--- config.mk ---
export PLATFORM = sky130hd
export DESIGN_NAME = fetch_unit_flat
export DESIGN_NICKNAME = d
export VERILOG_FILES = /design/src/rtl/fetch_unit_if.sv /design/src/rtl/fetch_unit.sv /design/src/flat_wrapper.sv
export SDC_FILE = /design/constraint.sdc
export NUM_CORES = 1
export LEC_CHECK = 0
export ABC_AREA = 1
export BUFFER_PORTS_ARGS = -buffer_cell sky130_fd_sc_hd__buf_2
export CAP_MARGIN = 20
export CORE_MARGIN = 1.5
export CORE_UTILIZATION = 55
export DETAILED_ROUTE_END_ITERATION = 8
export PLACE_DENSITY = 0.84
export SLEW_MARGIN = 20
export SYNTH_ARGS = -nofsm -noshare
export SYNTH_HDL_FRONTEND = slang
export SYNTH_SLANG_ARGS = --single-unit
--- constraint.sdc ---
create_clock -name CLK -period 5.8 [get_ports CLK]
set_input_delay 0.87 -clock CLK [delete_from_list [all_inputs] [get_ports CLK]]
set_output_delay 0.87 -clock CLK [all_outputs]
set_load 0.01 [all_outputs]
--- src/rtl/fetch_unit_if.sv ---
`default_nettype none
// ============================================================================
// Module   : fetch_unit_if
// Purpose  : Instruction-cache, redirect and decode-side signals of the
//            fetch unit, grouped with fetch-unit (master) and environment
//            (slave) views.
// Revision : 1.0
// ============================================================================
interface fetch_unit_if;
  logic        ic_read_en;
  logic [19:0] ic_read_addr;
  logic        ic_fetch_valid;
  logic        ic_cache_miss;
  logic [31:0] ic_rdata;
  logic        redirect;
  logic [19:0] redirect_pc;
  logic        dec_ready;
  logic        instr_valid;
  logic [31:0] instr;
  logic [19:0] instr_pc;

  modport master (
    output ic_read_en, ic_read_addr, instr_valid, instr, instr_pc,
    input  ic_fetch_valid, ic_cache_miss, ic_rdata, redirect, redirect_pc,
           dec_ready
  );

  modport slave (
    input  ic_read_en, ic_read_addr, instr_valid, instr, instr_pc,
    output ic_fetch_valid, ic_cache_miss, ic_rdata, redirect, redirect_pc,
           dec_ready
  );
endinterface
`default_nettype wire

--- src/rtl/fetch_unit.sv ---
`default_nettype none
// ============================================================================
// Module   : fetch_unit
// Purpose  : Sequential instruction fetch with one outstanding cache request,
//            a 2-entry {pc, instr} buffer and redirect handling.
// Revision : 1.0
// ============================================================================
module fetch_unit #(
  parameter logic [19:0] RESET_PC = 20'h00000
) (
  input  wire logic    CLK,
  input  wire logic    reset,
  fetch_unit_if.master bus
);

  localparam logic [1:0]  S_IDLE     = 2'd0;
  localparam logic [1:0]  S_REQ      = 2'd1;
  localparam logic [1:0]  S_DROP     = 2'd2;
  localparam logic [19:0] C_RESET_PC = {RESET_PC[19:2], 2'b00};

  logic [1:0]  r_state;
  logic [19:0] r_pc;
  logic [19:0] r_drop_addr;
  logic [19:0] r_fifo_pc  [2];
  logic [31:0] r_fifo_ins [2];
  logic        r_head;
  logic [1:0]  r_count;

  logic [1:0]  w_state_nxt;
  logic        w_pop;
  logic        w_push;
  logic [1:0]  w_cnt_pop;
  logic [1:0]  w_cnt_next;
  logic        w_tail;
  logic [19:0] w_redir_pc;
  logic        w_unused;

  assign w_pop      = (r_count != 2'd0) & bus.dec_ready;
  assign w_push     = (r_state == S_REQ) & bus.ic_fetch_valid & ~bus.redirect;
  assign w_cnt_pop  = r_count - {1'b0, w_pop};
  assign w_cnt_next = w_cnt_pop + {1'b0, w_push};
  // With two slots the tail is head + occupancy modulo 2.
  assign w_tail     = r_head ^ r_count[0];
  assign w_redir_pc = {bus.redirect_pc[19:2], 2'b00};
  assign w_unused   = &{1'b0, bus.ic_cache_miss, bus.redirect_pc[1:0]};

  always_comb begin
    w_state_nxt = r_state;
    case (r_state)
      S_IDLE: begin
        if (!bus.redirect && (w_cnt_pop < 2'd2)) w_state_nxt = S_REQ;
      end
      S_REQ: begin
        if (bus.redirect)
          w_state_nxt = bus.ic_fetch_valid ? S_IDLE : S_DROP;
        else if (bus.ic_fetch_valid)
          w_state_nxt = (w_cnt_next < 2'd2) ? S_REQ : S_IDLE;
      end
      S_DROP: begin
        if (bus.ic_fetch_valid) w_state_nxt = S_IDLE;
      end
      default: w_state_nxt = S_IDLE;
    endcase
  end

  always_ff @(posedge CLK or posedge reset) begin
    if (reset) begin
      r_state     <= S_IDLE;
      r_pc        <= C_RESET_PC;
      r_drop_addr <= C_RESET_PC;
      r_head      <= 1'b0;
      r_count     <= 2'd0;
      for (int i = 0; i < 2; i++) begin
        r_fifo_pc[i]  <= 20'h00000;
        r_fifo_ins[i] <= 32'h00000000;
      end
    end else begin
      r_state <= w_state_nxt;
      if (bus.redirect) begin
        r_pc    <= w_redir_pc;
        r_head  <= 1'b0;
        r_count <= 2'd0;
        // The in-flight address must stay on the bus until its response drains.
        if (r_state == S_REQ) r_drop_addr <= r_pc;
      end else begin
        if (w_push) begin
          r_fifo_pc[w_tail]  <= r_pc;
          r_fifo_ins[w_tail] <= bus.ic_rdata;
          r_pc               <= r_pc + 20'd4;
        end
        if (w_pop) r_head <= ~r_head;
        r_count <= w_cnt_next;
      end
    end
  end

  assign bus.ic_read_en   = (r_state != S_IDLE);
  assign bus.ic_read_addr = (r_state == S_DROP) ? r_drop_addr : r_pc;
  assign bus.instr_valid  = (r_count != 2'd0);
  assign bus.instr        = r_fifo_ins[r_head];
  assign bus.instr_pc     = r_fifo_pc[r_head];

endmodule
`default_nettype wire

--- src/flat_wrapper.sv ---
// flat-port wrapper written by rule: the top's interface ports become plain ports
module fetch_unit_flat 
#(
  parameter logic [19:0] RESET_PC = 20'h00000
)
  (CLK, reset, bus_ic_read_en, bus_ic_read_addr, bus_instr_valid, bus_instr, bus_instr_pc, bus_ic_fetch_valid, bus_ic_cache_miss, bus_ic_rdata, bus_redirect, bus_redirect_pc, bus_dec_ready);
  fetch_unit_if bus_i ();
  input  wire logic CLK;
  input  wire logic reset;
  output wire logic [$bits(bus_i.ic_read_en)-1:0] bus_ic_read_en;
  output wire logic [$bits(bus_i.ic_read_addr)-1:0] bus_ic_read_addr;
  output wire logic [$bits(bus_i.instr_valid)-1:0] bus_instr_valid;
  output wire logic [$bits(bus_i.instr)-1:0] bus_instr;
  output wire logic [$bits(bus_i.instr_pc)-1:0] bus_instr_pc;
  input wire logic [$bits(bus_i.ic_fetch_valid)-1:0] bus_ic_fetch_valid;
  input wire logic [$bits(bus_i.ic_cache_miss)-1:0] bus_ic_cache_miss;
  input wire logic [$bits(bus_i.ic_rdata)-1:0] bus_ic_rdata;
  input wire logic [$bits(bus_i.redirect)-1:0] bus_redirect;
  input wire logic [$bits(bus_i.redirect_pc)-1:0] bus_redirect_pc;
  input wire logic [$bits(bus_i.dec_ready)-1:0] bus_dec_ready;
  assign bus_ic_read_en = bus_i.ic_read_en;
  assign bus_ic_read_addr = bus_i.ic_read_addr;
  assign bus_instr_valid = bus_i.instr_valid;
  assign bus_instr = bus_i.instr;
  assign bus_instr_pc = bus_i.instr_pc;
  assign bus_i.ic_fetch_valid = bus_ic_fetch_valid;
  assign bus_i.ic_cache_miss = bus_ic_cache_miss;
  assign bus_i.ic_rdata = bus_ic_rdata;
  assign bus_i.redirect = bus_redirect;
  assign bus_i.redirect_pc = bus_redirect_pc;
  assign bus_i.dec_ready = bus_dec_ready;
  fetch_unit #(.RESET_PC(RESET_PC)) u_core (.CLK(CLK), .reset(reset), .bus(bus_i));
endmodule
Yosys cells after proc, flatten, opt, wreduce, memory -nomap -nowiden
Index checks and enable logic that the tools add are counted.
{"block": "totals", "regBits": 149, "latch_bits": 0, "ram_bits": 0, "mem_bits_ro": 0, "in_bits": 58, "output_inout_bits": 74, "word_cells": 66, "n_memories": 0}
{"block": "classes", "n_addsub": 3, "multipliers": 0, "div": 0, "magnitude_cmp": 5, "eq_ne": 5, "shifts": 0, "mux": 25, "n_bitwise": 8, "n_reduce_logical": 11}
{"operator": "$mux 20", "n": 7}
{"operator": "$mux 32", "n": 4}
{"operator": "$bwmux 64", "n": 1}
{"operator": "$bwmux 40", "n": 1}
{"operator": "$demux 32 s1", "n": 1}
{"operator": "$add 20x3->20 const B", "n": 1}
{"operator": "$demux 20 s1", "n": 1}
{"operator": "$mux 2", "n": 6}
{"operator": "$reduce_bool 2->1", "n": 4}
{"operator": "$pmux 2 s3", "n": 1}
{"operator": "$ge 2x2->1 const B", "n": 2}
{"operator": "$lt 2x2->1 const B", "n": 2}
{"operator": "$not 1->2", "n": 2}
{"operator": "$reduce_and 2->1", "n": 2}
{"operator": "$and 1x1->1", "n": 3}
{"operator": "$mux 1", "n": 3}
{"operator": "$ne 3x3->1 const B", "n": 1}
{"operator": "$reduce_and 3->1", "n": 1}
{"operator": "$add 2x1->2", "n": 1}
{"operator": "$eq 2x1->1 const B", "n": 1}
{"operator": "$eq 2x2->1 const B", "n": 1}
{"operator": "$logic_and 1x1->1", "n": 2}
{"operator": "$logic_not 2->1", "n": 1}
{"operator": "$lt 2x1->1 const B", "n": 1}
{"operator": "6 further kinds", "n": 7}

Longest topological paths before layout
Gate-level depths: netlist of run 1.
{"block": "depth", "ltp_word": 9, "depth_mapped": 13, "mapped_depth_nobuf": 13}

Worst setup path after synthesis of run 1
OpenSTA, ideal clock, no wires.
{"block": "synth_timing", "path_kind": "input port to flip-flop", "startpoint": "input port bus_redirect", "endpoint": "register u_core.r_state[0]", "setup_ns": 0.117, "arrival_ns": 1.990, "required_ns": 5.683, "setup_slack_ns": 3.693, "stages": 11, "path_cell_list": "inv_2 > nand2_1 > nor2_2 > nand2_4 > inv_1 > buf_2 > ha_1 > xor2_1 > o21ai_0 > nand2_1 > nand2_1"}
{"block": "synth_between", "elab_chain_len": 8, "word_cells_on_any_way": 13}
{"item": "start: declaration", "line": "flat_wrapper.sv:18", "text": "input wire logic [$bits(bus_i.redirect)-1:0] bus_redirect;"}
{"item": "$not 1->1 (no source line)"}
{"item": "$and 1x1->1", "line": "fetch_unit.sv:39", "text": "assign w_push = (r_state == S_REQ) & bus.ic_fetch_valid & ~bus.redirect;"}
{"item": "$add 2x1->2", "line": "fetch_unit.sv:41", "text": "assign w_cnt_next = w_cnt_pop + {1'b0, w_push};"}
{"item": "$lt 2x2->1", "line": "fetch_unit.sv:57", "text": "w_state_nxt = (w_cnt_next < 2'd2) ? S_REQ : S_IDLE;"}
{"item": "$mux 1", "line": "fetch_unit.sv:57"}
{"item": "$mux 2", "line": "fetch_unit.sv:56", "text": "else if (bus.ic_fetch_valid)"}
{"item": "$mux 2", "line": "fetch_unit.sv:54", "text": "if (bus.redirect)"}
{"item": "$pmux 2 s3", "line": "fetch_unit.sv:49", "text": "case (r_state)"}
{"item": "end signal: assignment", "line": "fetch_unit.sv:78", "text": "r_state <= w_state_nxt;"}
{"item": "end: declaration", "line": "fetch_unit.sv:21", "text": "logic [1:0] r_state;"}
Several ways; a longest one is shown, not always the timed one. The select of a mux whose other input is x is not followed.
A chain may end at the register's enable or synchronous reset.

Final worst setup path of run 1
{"block": "layout_timing", "startpoint": "input port bus_redirect", "endpoint": "register u_core.r_fifo_pc[8] (netlist name)"}
{"block": "layout_between", "elab_chain_len": 3}
{"item": "$not 1->1 (no source line) (*)"}
{"item": "$and 1x1->1", "line": "fetch_unit.sv:39"}
{"item": "$reduce_and 2->1 (no source line) (*)"}
{"item": "end signal: indexed assignment", "line": "fetch_unit.sv:87", "text": "r_fifo_pc[w_tail] <= r_pc;"}
{"item": "end: declaration", "line": "fetch_unit.sv:24", "text": "logic [19:0] r_fifo_pc [2];"}
Mark *: on every way between the ends. The rest lies on a longest branch, timed or not.

==> flow_summary_export.csv, run 1 <==
group,metric,value,unit
detailed_routing,drtAntennaViolNets,0,
setup_path,r2r_end,"u_core.r_fifo_pc[8]$_DFFE_PP0P_",
timing,max_freq,0.273,GHz
final_layout,synthToLayoutAreaGrowth,18.9,%
synthesis,synth_top_area_frac,0.532,
cts,worstSkewPairLatency,0.41,ns
flow_run,cap_violations,0,
place,place.gp.congestion,0.935,
setup_path,ff2ff_path_depth,7,
final_layout,multi_input_area,2520,µm²
detailed_routing,wl_per_cell,13.7,µm
setup_path,critPathRequiredTime,6.08,ns
final_layout,fillers,972,
power,switchingPower,1480,µW
synthesis,synth_top_area_cell,"dfrtp_1",
hold_path,hold_class,"flip-flop to flip-flop",
power,power_frac_seq,0.383,
global_routing,grt_use_total,0.252,
setup_path,cpPeakStageDelay,0.98,ns
final_layout,regArea,3530,µm²
detailed_routing,routed_wl,15.2,mm
final_layout,diodes,0,
cts,cts_buffers,17,
run_status,outcome,"finished, final reports clean",
die,ios,132,
detailed_routing,drt_iter0_drc,581,
timing,relSlewSlack,0.276,
detailed_routing,viasPerCell,5.26,
setup_path,critPathKind,"input pin to flip-flop",
synthesis,yosysWarnings,0,
die,core,11600,µm²
cts,path_clk_slew,0.05,ns
detailed_routing,drtPass1Iterations,5,
cts,cts.sinks,141,
synthesis,synth_area_leaders,"dfrtp_1 (53%), nand2_1 (18%), o21ai_0 (12%)",
die,die_area,12700,µm²
power,p_sw_frac,0.355,
global_routing,antenna_found_initial,0,
setup_path,startpoint,"bus_redirect",
setup_path,crit_fanout,67,
timing,fin_ws,2.13,ns
power,p_clk_frac,0.282,
synthesis,syn_area,6630,µm²
place,placedCellCount,1080,
global_routing,grt-ovfl-total,0,
setup_path,crit_arrival,3.95,ns
power,leakagePower,0.00404,µW
timing,rsz0062_at_grt,"false",
place,dp_worst_setup_slack,2.21,ns
hold_path,hold_start,"u_core.r_fifo_ins[30]$_DFFE_PP0P_",
power,powerDensity,527,nW/µm²
cts,cts_max_level,4,
setup_path,endpoint_kind,"flip-flop",
cts,cts_buffer_depth,2,
timing,setup_viol_count_final,0,
cts,root_buffer,"clkbuf_16",
die,start_util,0.574,
setup_path,endpoint,"u_core.r_fifo_pc[8]$_DFFE_PP0P_",
timing,final_period_minus_worst_setup_slack,3.67,ns
synthesis,avgSynthCellArea,7.78,µm²
timing,hold_viol,0,
place,dp_hpwl,9.69,mm
setup_path,worst_setup_path_start_kind,"input pin",
cts,cts.repair.resized,0,
cts,cts_tree,"built",
power,ir_drop,0.311,mV
setup_path,slowest_stage,"clkinv_2",
detailed_routing,drc,0,
final_layout,drive_gt1_frac,0.170,
timing,finClkSkew,0.00419,ns
timing,setup-tns-final,0,ns
synthesis,netlist_instances,853,
final_layout,layout.nets,1017,
cts,hold_buffers,0,
detailed_routing,num_vias,5844,
die,die_h,113,µm
die,rows,39,
setup_path,regToRegStartpoint,"u_core.r_state[1]$_DFFE_PP0P_",
die,die_w,113,µm
place,port_buffers,124,
synthesis,ys_ff_latch,141,
timing,final-max-slew-violation-count,0,
global_routing,grt_pass1_vias,5457,
global_routing,grt_pass1_wl,25.8,mm
setup_path,reg2reg_slack,2.60,ns
global_routing,grt_max_degree,105,
power,power.internal,2680,µW
power,p_comb_frac,0.335,
final_layout,final_cells,1112,
timing,period_share,0.632,
timing,worst_slew_pin_slew,1.09,ns
synthesis,yosysSeqAreaShare,0.532,
synthesis,synthDistinctLibCells,27,
setup_path,crit_chain,"buf_2 > inv_2 > nand2_1 > nor2_2 > nand2_4 > nor2_4 > clkinv_2 > o21ai_0",
cts,cts_setup_buffers,0,
-- sequential cells by signal, summed over array words and instances, names as in the netlist --
signal              count
u_core.r_count          2
u_core.r_fifo_pc       36
u_core.r_head           1
u_core.r_fifo_ins      64
u_core.r_state          2
u_core.r_pc            18
u_core.r_drop_addr     18
-- placed cells by master, fill, tap and decap left out, drive strengths merged --
master	instances
a21oi	4
a31oi	1
buf	127
bufinv	4
clkbuf	27
clkinv	2
conb	4
dfrtp	141
ha	3
inv	94
nand2	322
nand3	18
nand4	1
nor2	35
nor3	4
o211ai	5
o21ai	166
o21bai	1
o221ai	1
o22ai	1
xnor2	1
xor2	7
-- worst max-delay path, delay by kind of cell --
| family | cells | cell delay [ns] |
|---|---|---|
| AO/OA/AOI/OAI | 1 | 0.56 |
| AND/OR/NAND/NOR | 4 | 1.03 |
| buffers and inverters | 3 | 1.45 |
-- metrics by stage --
stage | utilization | total power (µW) | hold WS (ns) | area, µm²
finish | 0.682 | 4160 | 0.471 | 7890
global route | 0.682 | 4470 | 0.489 | 7890
floorplan | - | 2480 | 0.442 | 6640
detailed placement | 0.626 | 2980 | 0.458 | 7240
global placement | 0.626 | 2920 | 0.453 | 7240
CTS | 0.682 | 4180 | 0.472 | 7890
-- layer usage --
| metal | vias up | track usage | wire, µm |
|---|---|---|---|
| met5 | - | 0 | 0 |
| met4 | 0 | 0.0819 | 248 |
| met2 | 215 | 0.395 | 7010 |
| met1 | 2741 | 0.350 | 6910 |
| met3 | 22 | 0.0605 | 1060 |
| li1 | 2866 | - | - |
-- worst min path at each step --
stage                                        endpoint  depth (start not counted)  slack [ns]
floorplan            u_core.r_fifo_ins[0]$_DFFE_PP0P_                          2        0.44
global placement     u_core.r_fifo_ins[4]$_DFFE_PP0P_                          2        0.45
detailed placement  u_core.r_fifo_ins[30]$_DFFE_PP0P_                          2        0.46
CTS                 u_core.r_fifo_ins[30]$_DFFE_PP0P_                          2        0.47
global route        u_core.r_fifo_ins[17]$_DFFE_PP0P_                          2        0.49
finish              u_core.r_fifo_ins[30]$_DFFE_PP0P_                          2        0.47
-- synth_stat cells, drive strengths merged --
cell / count
nand2: 322
o21ai: 166
dfrtp: 141
inv: 95
nor2: 35
buf: 24
clkbuf: 22
nand3: 18
xor2: 7
o211ai: 5
a21oi: 4
nor3: 4
ha: 3
a31oi: 1
conb: 1
nand4: 1
o21bai: 1
o221ai: 1
o22ai: 1
xnor2: 1
-- logic make-up after synthesis --
group,Yosys count,share of synthesized area
xor gates and xnor gates,8,0.0106
adders and majority gates,3,0.00566
other,1,0.000565
buffers and inverters,141,0.0896
DFF,141,0.532
AOI/OAI and AO/OA,179,0.138
and+or+nand+nor,380,0.223
-- power by group through the flow --
stage               logic [µW]  clock network [µW]  registers (µW)
finish                    1390                1170            1590
global route              1590                1240            1640
CTS                       1400                1190            1590
detailed placement        1380                   0            1600
global placement          1340                   0            1580
floorplan                  935                   0            1550
-- area by class of cell --
| type | count | area share |
|---|---|---|
| Tap cell | 143 | 0.0227 |
| Sequential cell | 141 | 0.448 |
| Timing Repair Buffer | 127 | 0.0815 |
| Clock buffer | 27 | 0.0663 |
| Multi-Input combinational cell | 574 | 0.320 |
| Inverter | 95 | 0.0460 |
| Clock inverter | 5 | 0.0159 |
Power figures use the tool's default switching activity.
==> run 2, diff against run 1 <==
Clock period 5.8 ns to 3.4 ns, I/O delays scaled along.
==> run 2 against run 1 <==
Net effect:
- first-iteration DRC count shrank 8.6%
- flip-flop and latch count did not move
- clock-buffer cell count decreased by 3
- design area rose by 0.49%
- non-clock buffer count up 6
- largest cell class unchanged
==> flow_summary_export.csv, run 2 (synthesis gave the netlist of run 1 again) <==
group,metric,value,unit
detailed_routing,drtPass1Iterations,5,
run_status,outcome,"finished, final reports clean",
setup_path,crit_arrival,2.17,ns
timing,rsz0062_at_grt,"false",
timing,max_freq,0.373,GHz
setup_path,slowest_stage,"nor2_2",
setup_path,worst-path-stages,5,
final_layout,drive_gt1_frac,0.175,
timing,period_share,0.788,
setup_path,cpPeakStageDelay,0.63,ns
cts,cts_buffer_depth,2,
setup_path,startpoint,"u_core.r_state[1]$_DFFE_PP0P_",
place,dp_hpwl,10.1,mm
timing,finClkSkew,0.00799,ns
global_routing,antenna_found_initial,0,
timing,relSlewSlack,0.345,
final_layout,diodes,0,
die,start_util,0.574,
setup_path,critPathRequiredTime,2.89,ns
power,ir_drop,0.561,mV
setup_path,critical_path.top_delay_family,"simple AND/OR/NAND/NOR gates",
global_routing,grt_max_degree,101,
cts,cts_tree,"built",
power,powerDensity,882,nW/µm²
cts,root_buffer,"clkbuf_16",
place,placedCellCount,1086,
final_layout,layout.nets,1023,
final_layout,synthToLayoutAreaGrowth,19.5,%
place,place.gp.congestion,0.901,
power,power,6990,µW
final_layout,reg.largest.list,"u_core.r_fifo_ins x64, u_core.r_fifo_pc x36",
setup_path,ff2ff_path_depth,10,
cts,cts_setup_buffers,0,
cts,cts.sinks,141,
setup_path,regToRegStartpoint,"u_core.r_state[1]$_DFFE_PP0P_",
cts,cts.repair.resized,0,
detailed_routing,viasPerCell,5.22,
final_layout,final_cells,1117,
setup_path,crit_buf_inv,3,
timing,worst_slew_pin_slew,0.980,ns
cts,worstSkewPairLatency,0.42,ns
detailed_routing,routed_wl,15.4,mm
timing,hold_viol,0,
final_layout,largest-register,"u_core.r_fifo_ins",
setup_path,critPathKind,"flip-flop to primary output",
global_routing,grt_pass1_vias,5503,
place,port_buffers,124,
hold_path,hold_class,"input pin to async pin",
timing,setup_viol_count_final,0,
cts,hold_buffers,0,
global_routing,grt_pass1_wl,26.0,mm
die,rows,39,
die,die_w,113,µm
cts,cts_buffers,17,
detailed_routing,num_vias,5835,
flow_run,cap_violations,0,
setup_path,endpoint_kind,"primary output",
setup_path,crit_fanout,26,
final_layout,final_cell_mix,"nand2_1 (321), o21ai_0 (162), dfrtp_1 (140), buf_2 (124), inv_1 (91)",
cts,cts_max_level,4,
detailed_routing,wl_per_cell,13.8,µm
cts,path_clk_slew,0.06,ns
timing,setup-tns-final,0,ns
global_routing,grt-ovfl-total,0,
setup_path,path_common_cell,"inv_1",
die,die_area,12700,µm²
detailed_routing,drt_iter0_drc,531,
setup_path,reg2reg_slack,1.52,ns
setup_path,r2r_end,"u_core.r_state[0]$_DFFE_PP0P_",
die,die_h,113,µm
timing,final-max-slew-violation-count,0,
die,core,11600,µm²
detailed_routing,drc,0,
final_layout,final_common_cell,"nand2_1",
die,ios,132,
setup_path,worst_setup_path_start_kind,"flip-flop",
timing,final_period_minus_worst_setup_slack,2.68,ns
final_layout,largest_reg_flops,64,
power,leakagePower,0.00406,µW
global_routing,grt_use_total,0.257,
setup_path,crit_chain,"inv_1 > nor2_2 > inv_1 > o21ai_0 > buf_2",
detailed_routing,drtAntennaViolNets,0,
## run 2: per-layer routing
metal | vias to the layer above | part of all wire | global-route usage
met3 | 21 | 0.066 | 0.0621
met1 | 2751 | 0.45 | 0.342
met5 | - | 0 | 0
li1 | 2879 | - | -
met4 | 0 | 0.011 | 0.0768
met2 | 184 | 0.48 | 0.422
## run 2: area by class of cell
class / instances / area (µm²)
fillers: 966 / 3640
flip-flops and latches: 141 / 3530
multi-input cells: 574 / 2520
repair buffers: 133 / 738
clock buffers: 24 / 482
inverters: 95 / 360
well taps: 143 / 179
clock inverters: 7 / 113
## run 2: power breakdown
group	switching (µW)	internal, µW	leakage [µW]
clock network	666	1200	0.000290
registers	345	2380	0.00176
logic	1520	872	0.00200
## run 2: worst max path at each step
| stage | endpoint |
|---|---|
| final | bus_ic_read_addr[4] |
| after global routing | bus_ic_read_addr[4] |
| after global placement | u_core.r_state[0]$_DFFE_PP0P_ |
| after CTS | bus_ic_read_addr[4] |
| after detailed placement | u_core.r_state[0]$_DFFE_PP0P_ |
| after floorplan | u_core.r_count[0]$_DFF_PP0_ |
## run 2: metrics by stage
| step | hold WS [ns] | setup WS (ns) | util | area (µm²) |
|---|---|---|---|---|
| after global placement | 0.454 | 1.04 | 0.634 | 7330 |
| after global routing | 0.309 | 0.508 | 0.685 | 7930 |
| after floorplan | 0.442 | 1.13 | - | 6650 |
| final | 0.272 | 0.721 | 0.685 | 7930 |
| after detailed placement | 0.458 | 1.01 | 0.634 | 7330 |
| after CTS | 0.295 | 0.742 | 0.685 | 7930 |
